==> src/rtl/cdc_pkg.sv <==
// Shared constants for the byte FIFOs bridging the USB CDC and UART paths.
package cdc_pkg;

   localparam int unsigned FIFO_DEPTH = 16;
   localparam int unsigned BYTE_W     = 8;

endpackage : cdc_pkg

==> src/rtl/cdc_byte_fifo.sv <==
// Single-clock first-word-fall-through byte FIFO with occupancy count and sticky overflow.
module cdc_byte_fifo
   import cdc_pkg::*;
#(
   parameter int unsigned DEPTH = FIFO_DEPTH,
   parameter int unsigned WIDTH = BYTE_W
) (
   input  logic                       clk,
   input  logic                       rst_n,
   input  logic                       clear_i,
   input  logic [WIDTH-1:0]           in_data_i,
   input  logic                       in_valid_i,
   output logic                       in_ready_o,
   output logic [WIDTH-1:0]           out_data_o,
   output logic                       out_valid_o,
   input  logic                       out_ready_i,
   output logic [$clog2(DEPTH):0]     level_o,
   output logic                       overflow_o
);

   localparam int unsigned AW = $clog2(DEPTH);
   localparam int unsigned LW = AW + 1;

   logic [WIDTH-1:0] mem [DEPTH];
   logic [AW-1:0]    wr_ptr, rd_ptr;
   logic [AW-1:0]    wr_ptr_nxt, rd_ptr_nxt;
   logic [LW-1:0]    level, level_nxt;
   logic             overflow, overflow_nxt;
   logic             full, empty, wr_en, rd_en;

   assign full  = (level == LW'(DEPTH));
   assign empty = (level == LW'(0));

   assign in_ready_o  = !full;
   assign out_valid_o = !empty;
   assign out_data_o  = mem[rd_ptr];
   assign level_o     = level;
   assign overflow_o  = overflow;

   assign wr_en = in_valid_i && in_ready_o;
   assign rd_en = out_valid_o && out_ready_i;

   // Next-state: clear overrides any handshake in the same cycle.
   always_comb begin
      wr_ptr_nxt   = wr_ptr;
      rd_ptr_nxt   = rd_ptr;
      level_nxt    = level;
      overflow_nxt = overflow;
      if (clear_i) begin
         wr_ptr_nxt   = AW'(0);
         rd_ptr_nxt   = AW'(0);
         level_nxt    = LW'(0);
         overflow_nxt = 1'b0;
      end else begin
         if (wr_en) wr_ptr_nxt = wr_ptr + AW'(1);
         if (rd_en) rd_ptr_nxt = rd_ptr + AW'(1);
         case ({wr_en, rd_en})
            2'b10:   level_nxt = level + LW'(1);
            2'b01:   level_nxt = level - LW'(1);
            default: level_nxt = level;
         endcase
         if (in_valid_i && full) overflow_nxt = 1'b1;
      end
   end

   always_ff @(posedge clk or negedge rst_n) begin
      if (!rst_n) begin
         wr_ptr   <= AW'(0);
         rd_ptr   <= AW'(0);
         level    <= LW'(0);
         overflow <= 1'b0;
      end else begin
         wr_ptr   <= wr_ptr_nxt;
         rd_ptr   <= rd_ptr_nxt;
         level    <= level_nxt;
         overflow <= overflow_nxt;
      end
   end

   // Storage carries no reset; validity is tracked by level alone.
   always_ff @(posedge clk) begin
      if (wr_en && !clear_i) mem[wr_ptr] <= in_data_i;
   end

endmodule : cdc_byte_fifo

==> config.mk <==
export PLATFORM = sky130hd
export DESIGN_NAME = cdc_byte_fifo
export DESIGN_NICKNAME = d
export VERILOG_FILES = /design/src/rtl/cdc_pkg.sv /design/src/rtl/cdc_byte_fifo.sv
export SDC_FILE = /design/constraint.sdc
export NUM_CORES = 1
export LEC_CHECK = 0
export ABC_AREA = 1
export ABC_CLOCK_PERIOD_IN_PS = 2350
export BUFFER_PORTS_ARGS = -buffer_cell sky130_fd_sc_hd__clkbuf_2
export CORE_MARGIN = 2
export CORE_UTILIZATION = 61
export CTS_CLUSTER_DIAMETER = 150
export CTS_CLUSTER_SIZE = 12
export DETAILED_ROUTE_END_ITERATION = 12
export HOLD_SLACK_MARGIN = 0.05
export MAX_ROUTING_LAYER = met4
export PLACE_DENSITY_LB_ADDON = 0.08
export SYNTH_ARGS = -nofsm -noshare
export SYNTH_HDL_FRONTEND = slang
export SYNTH_SLANG_ARGS = --single-unit
==> constraint.sdc <==
create_clock -name clk -period 2.35 [get_ports clk]
set_clock_uncertainty 0.2 [all_clocks]
set_input_delay 0.1175 -clock clk [delete_from_list [all_inputs] [get_ports clk]]
set_output_delay 0.1175 -clock clk [all_outputs]
set_load 0.005 [all_outputs]
* Word-level counts from Yosys, hierarchy flattened
Memory sizes are Yosys's and may differ from the RTL's.
Cells that the tools add are included.
W data, S select, Z words.
** Cells by class
- Add/sub/neg operators :: 4
- Eq/ne operators :: 3
- Mux-type cells :: 10
- Reductions and logical operators :: 12
** Operator list (count)
- $mux W4 :: 4
- $pmux W5 S2 :: 1
- $add A4 B1 Y4 const B :: 2
- $reduce_bool A2 Y1 :: 3
- $add A5 B1 Y5 const B :: 1
- $eq A5 B5 Y1 const B :: 1
- $logic_not A5 Y1 :: 1
- $mux W5 :: 1
- $sub A5 B1 Y5 const B :: 1
- $logic_and A1 B1 Y1 :: 4
- $mux W1 :: 4
- $logic_not A1 Y1 :: 3
- $reduce_bool A3 Y1 :: 1
- $eq A2 B1 Y1 const B :: 1
- $eq A2 B2 Y1 const B :: 1
** Storage, ports and cells
- Bits in registers :: 14
- RAM bits :: 128
- Output and inout port bits :: 16
- Logic and storage cells :: 34
- Memories :: 1
** Memory list
- mem :: words 16, bits a word 8, read ports 1, clocked after Yosys merged registers in 0, wr ports 1, line cdc_byte_fifo.sv:24 : logic [WIDTH-1:0] mem [DEPTH];

* Depth between registers and ports, before layout
- Depth in word-level cells :: 6
- Mapped depth :: 16
- Gate-level depth less buffers :: 16

* Worst setup path after synthesis
No wires, ideal clock.
- Kind :: register to register
- Start :: reg level[0], in the netlist level_o[0]
- End :: reg level[4], in the netlist level_o[4]
- Library setup time :: 0.117 ns
- Data arrival time :: 1.640 ns
- Required time :: 2.033 ns
- Setup slack :: 0.393 ns
- Stages on the path, launching flop included :: 16
- Path buffers :: 0
- Clock period less this slack :: 1.957 ns
- Path through :: dfrtp_1 nor2_4 nand3_2 nand2_4 inv_2 nand2_4 nand2_1 nand2_1 inv_2 ha_1 inv_1 nand2_1 nand3_2 nand3_1 nand3_1 nand2_1
** Between the ends
- Longest elaborated chain between the ends :: 6
- Elaborated cells on any way between the ends :: 13
** RTL lines
- start, declared :: line cdc_byte_fifo.sv:27 : logic [LW-1:0] level, level_nxt;
- start signal, assigned :: line cdc_byte_fifo.sv:75 : level <= level_nxt;
- $logic_not A5 Y1 * :: line cdc_byte_fifo.sv:32 : assign empty = (level == LW'(0));
- $logic_not A1 Y1 * :: line cdc_byte_fifo.sv:35 : assign out_valid_o = !empty;
- net out_valid_o :: line cdc_byte_fifo.sv:15 : output logic out_valid_o,
- $logic_and A1 B1 Y1 * :: line cdc_byte_fifo.sv:41 : assign rd_en = out_valid_o && out_ready_i;
- $eq A2 B1 Y1 / $eq A2 B2 Y1 (equally long branches) :: line cdc_byte_fifo.sv:57 : case ({wr_en, rd_en})
- $pmux W5 S2 :: line cdc_byte_fifo.sv:57
- $mux W5 :: line cdc_byte_fifo.sv:49 : if (clear_i) begin
Mark *: on every way through the listed nets, which the timed path passes. The rest lies on a longest branch.
A chain may end at the register's enable or synchronous reset.

* Final worst setup path
- Start :: reg rd_ptr[1]
- End :: out out_data_o[7]
** Between the ends
- Longest elaborated chain between the ends :: 1
** RTL lines
- start, declared :: line cdc_byte_fifo.sv:25 : logic [AW-1:0] wr_ptr, rd_ptr;
- start signal, assigned :: line cdc_byte_fifo.sv:74 : rd_ptr <= rd_ptr_nxt;
- $mem_v2 Z16 W8
- end, declared :: line cdc_byte_fifo.sv:14 : output logic [WIDTH-1:0] out_data_o,
Every way passes these cells.

==> results.md <==
- Total die area: 0.0105 mm2
- DRC: 0
- Vias in the first global route: 4180
- Worst-path cell chain: clkinvlp_4 -> buf_8 -> o21ai_4 -> o22ai_2 -> o211ai_1 -> nand2_1 -> clkbuf_2
- Max Clk Rate: roughly 430 MHz
- Via/cell ratio: 6.14
- Setup TNS: 0 ns
- Number of I/O pins: 29
- Sequential share of the synthesized area: a little under three quarters
- Fin crit share: 99.7%
- Syn Nets: 499
- Worst setup startpoint: rd_ptr[1]$_DFFE_PN0P_
- R2R Path End: level_o[4]$_DFFE_PN0P_
- Most frequent cell after synthesis: edfxtp_1
- Reg2Reg Setup Slack: 0.23 ns
- EDFF count, synth: approximately 130
- CTS sink cnt: 142
- Clk_lat worst skew: 0.53 ns
- Max_cap viols: 0
- Mapped Area: 0.00591 mm2
- Post-DRT Antenna Nets: 0
- Post-place instance area: 0.00638 mm2
- Avg WL per Cell: 22.1 um
- Fin crit period: between 2 and 2.5 ns
- Fin nets: approximately 580
- Top cells by area, synth: edfxtp_1, o21ai_0, dfrtp_1
- RD Place Congestion: 0.885
- Main synth FF type: edfxtp_1
- Top delay family on crit path: buffers and inverters
- Setup CP Type: register to output pin
- Iteration-0 DRC Markers: 448
- Buf+Inv Stages, Crit Path: 3
- Synth unique cells: 29
- Slew headroom: 54.8%
- Ys Warns: 0
- Mean Syn Cell Area: 12.3 um2
- Via count: 4325
- WP depth: 7
- Hold EP: rd_ptr[0]$_DFFE_PN0P_
- Commonest cells post-synth: edfxtp_1, nor2_1, o21ai_0, nand2_1, o221ai_1
- Worst Hold Launch: clear_i
- Worst Path Arrival: approximately 2.0 ns
- Worst-margin pin slew: 0.675 ns
- Die height: slightly above 100 um
- Final Max Tran Viols: 0
- Clock transition at path regs: 0.06 ns
- Hold Crit Class: primary input to register
- Crit end category: output pin
- Tot Pwr: 8.41 mW
- Starting density of the core: between 60% and 70%
- Core area: 0.00933 mm2
- Finished Cell Area: about 0.0075 mm2
- Slowest CP cell: dfrtp_1
- Antenna violations before repair: 0
- Flops & latches, synth: 142
- Share of cells above drive strength 1: 24.5%
- Row cnt: 35
- Reg2reg start: level_o[0]$_DFFE_PN0P_
- CTS root buf: clkbuf_8
- Die X: 102 um
- H-tree lvl count: 4
- Cell count of the worst hold path: 3
- CP Max Fanout: 7
- CTS tree: done
- Static Leak: 2.77 nW
- CP Launch Type: register
- Unrepaired setup endpoints after global routing: yes
- Clock tree buffer depth: 2
- Run status: completed
- Num CTS Buffers: 17
- Largest net degree at the start of global routing: slightly below 50
- Overall routing resource usage: 29.7%
- Worst EP required: 2.03 ns
- Pre-antenna DRT Iters: 6
- Synth top area share: 65.0%
- Synth Instances: 479
- Count of buffers from port buffering: 28
- Final Hold Violating Endpoints: 0
- WL final: around 16000 um
- Area Overhead vs Synth: 26.8%
- Max VDD drop: 750 uV
- Setup violators final: 0
- Pwr/cell area: 1120 mW/mm2
- Fraction of synthesis flops using an asynchronous set or reset pin: 9.86%
- Worst path max stage delay: about 0.4 ns
- FF-to-FF path depth: 15
- Post-synth top area cell: edfxtp_1
- Total grt overflow: 0
- N_diodes: 0
- Post-detail-place hpwl: 8370 um
- First-pass GRT wire length: 21900 um
logic make-up (layout without fill, tap and decap cells):
kind of cell,count (synthesis),in the layout,synth area share [%]
adder cells (fa/ha/maj),7,7,1.48
buffers and inverters,49,145,3.19
AO/OA/AOI/OAI,122,122,12.5
flip-flops,142,142,70.9
XOR/XNOR,1,1,0.148
AND/OR/NAND/NOR,158,158,11.8
routing by layer:
metal	part of all wire, %	vias up	GRT usage, %
met5	0	-	-
met4	2.1	0	8.82
met3	8.6	42	6.50
met2	50	278	47.5
met1	39	2074	38.7
li1	-	1931	-
worst max-delay path by stage:
stage | to
floorplan | level_o[4]$_DFFE_PN0P_
global placement | level_o[4]$_DFFE_PN0P_
detailed placement | level_o[4]$_DFFE_PN0P_
CTS | out_data_o[2]
global route | out_data_o[7]
finish | out_data_o[7]
layout make-up:
type	count	area, um2
Clock inverter	14	214
Multi-Input combinational cell	288	1620
Sequential cell	142	4200
Tap cell	129	161
Fill cell	533	1830
Clock buffer	18	418
Timing Repair Buffer	89	785
Inverter	24	105
state kept, by name, indices dropped and copies added, names as in the netlist:
register / cells
mem: 128
rd_ptr: 4
level_o: 5
wr_ptr: 4
overflow_o: 1
layout by cell type, fill, tap and decap left out, drive strengths merged, types with 24 or more instances in the layout:
cell,Yosys,layout
inv,24,24
o221ai,25,25
nor2,89,89
nand3,26,26
o21ai,75,75
edfxtp,128,128
clkbuf,22,48
nand2,39,39
buf,3,45
worst min-delay path: cells and delay by family:
kind | cells | cell delay (ns)
AND/OR/NAND/NOR | 1 | 0.07
buffers and inverters | 2 | 0.70
what timing repair did:
item / in CTS / in global routing
setup buffers: 1 / 7
gates cloned: 0 / 6
resized for setup: 12 / 51
hold buffers: 14 / 0
endpoints found under the setup margin: 8 / 8
endpoints found under the hold margin: 156 / 0
pin swaps: 1 / 17
stage by stage:
stage	hold slack, ns	setup WS [ns]	cells	util [%]
6_report	0.205	0.00703	704	80.4
3_3_place_gp	-0.155	0.321	644	68.4
2_1_floorplan	-0.378	0.393	479	-
3_5_place_dp	-0.154	0.260	644	68.4
4_1_cts	0.200	-0.0175	691	77.2
5_1_grt	0.200	-0.0902	704	80.4
where the power goes:
part           switching (mW)  internal, mW  leakage, nW
Combinational            1.57          1.03         1.12
Clock                    1.04          1.84        0.314
Sequential             0.0942          2.84         1.34
No activity file was read; power rests on OpenSTA's default activity.
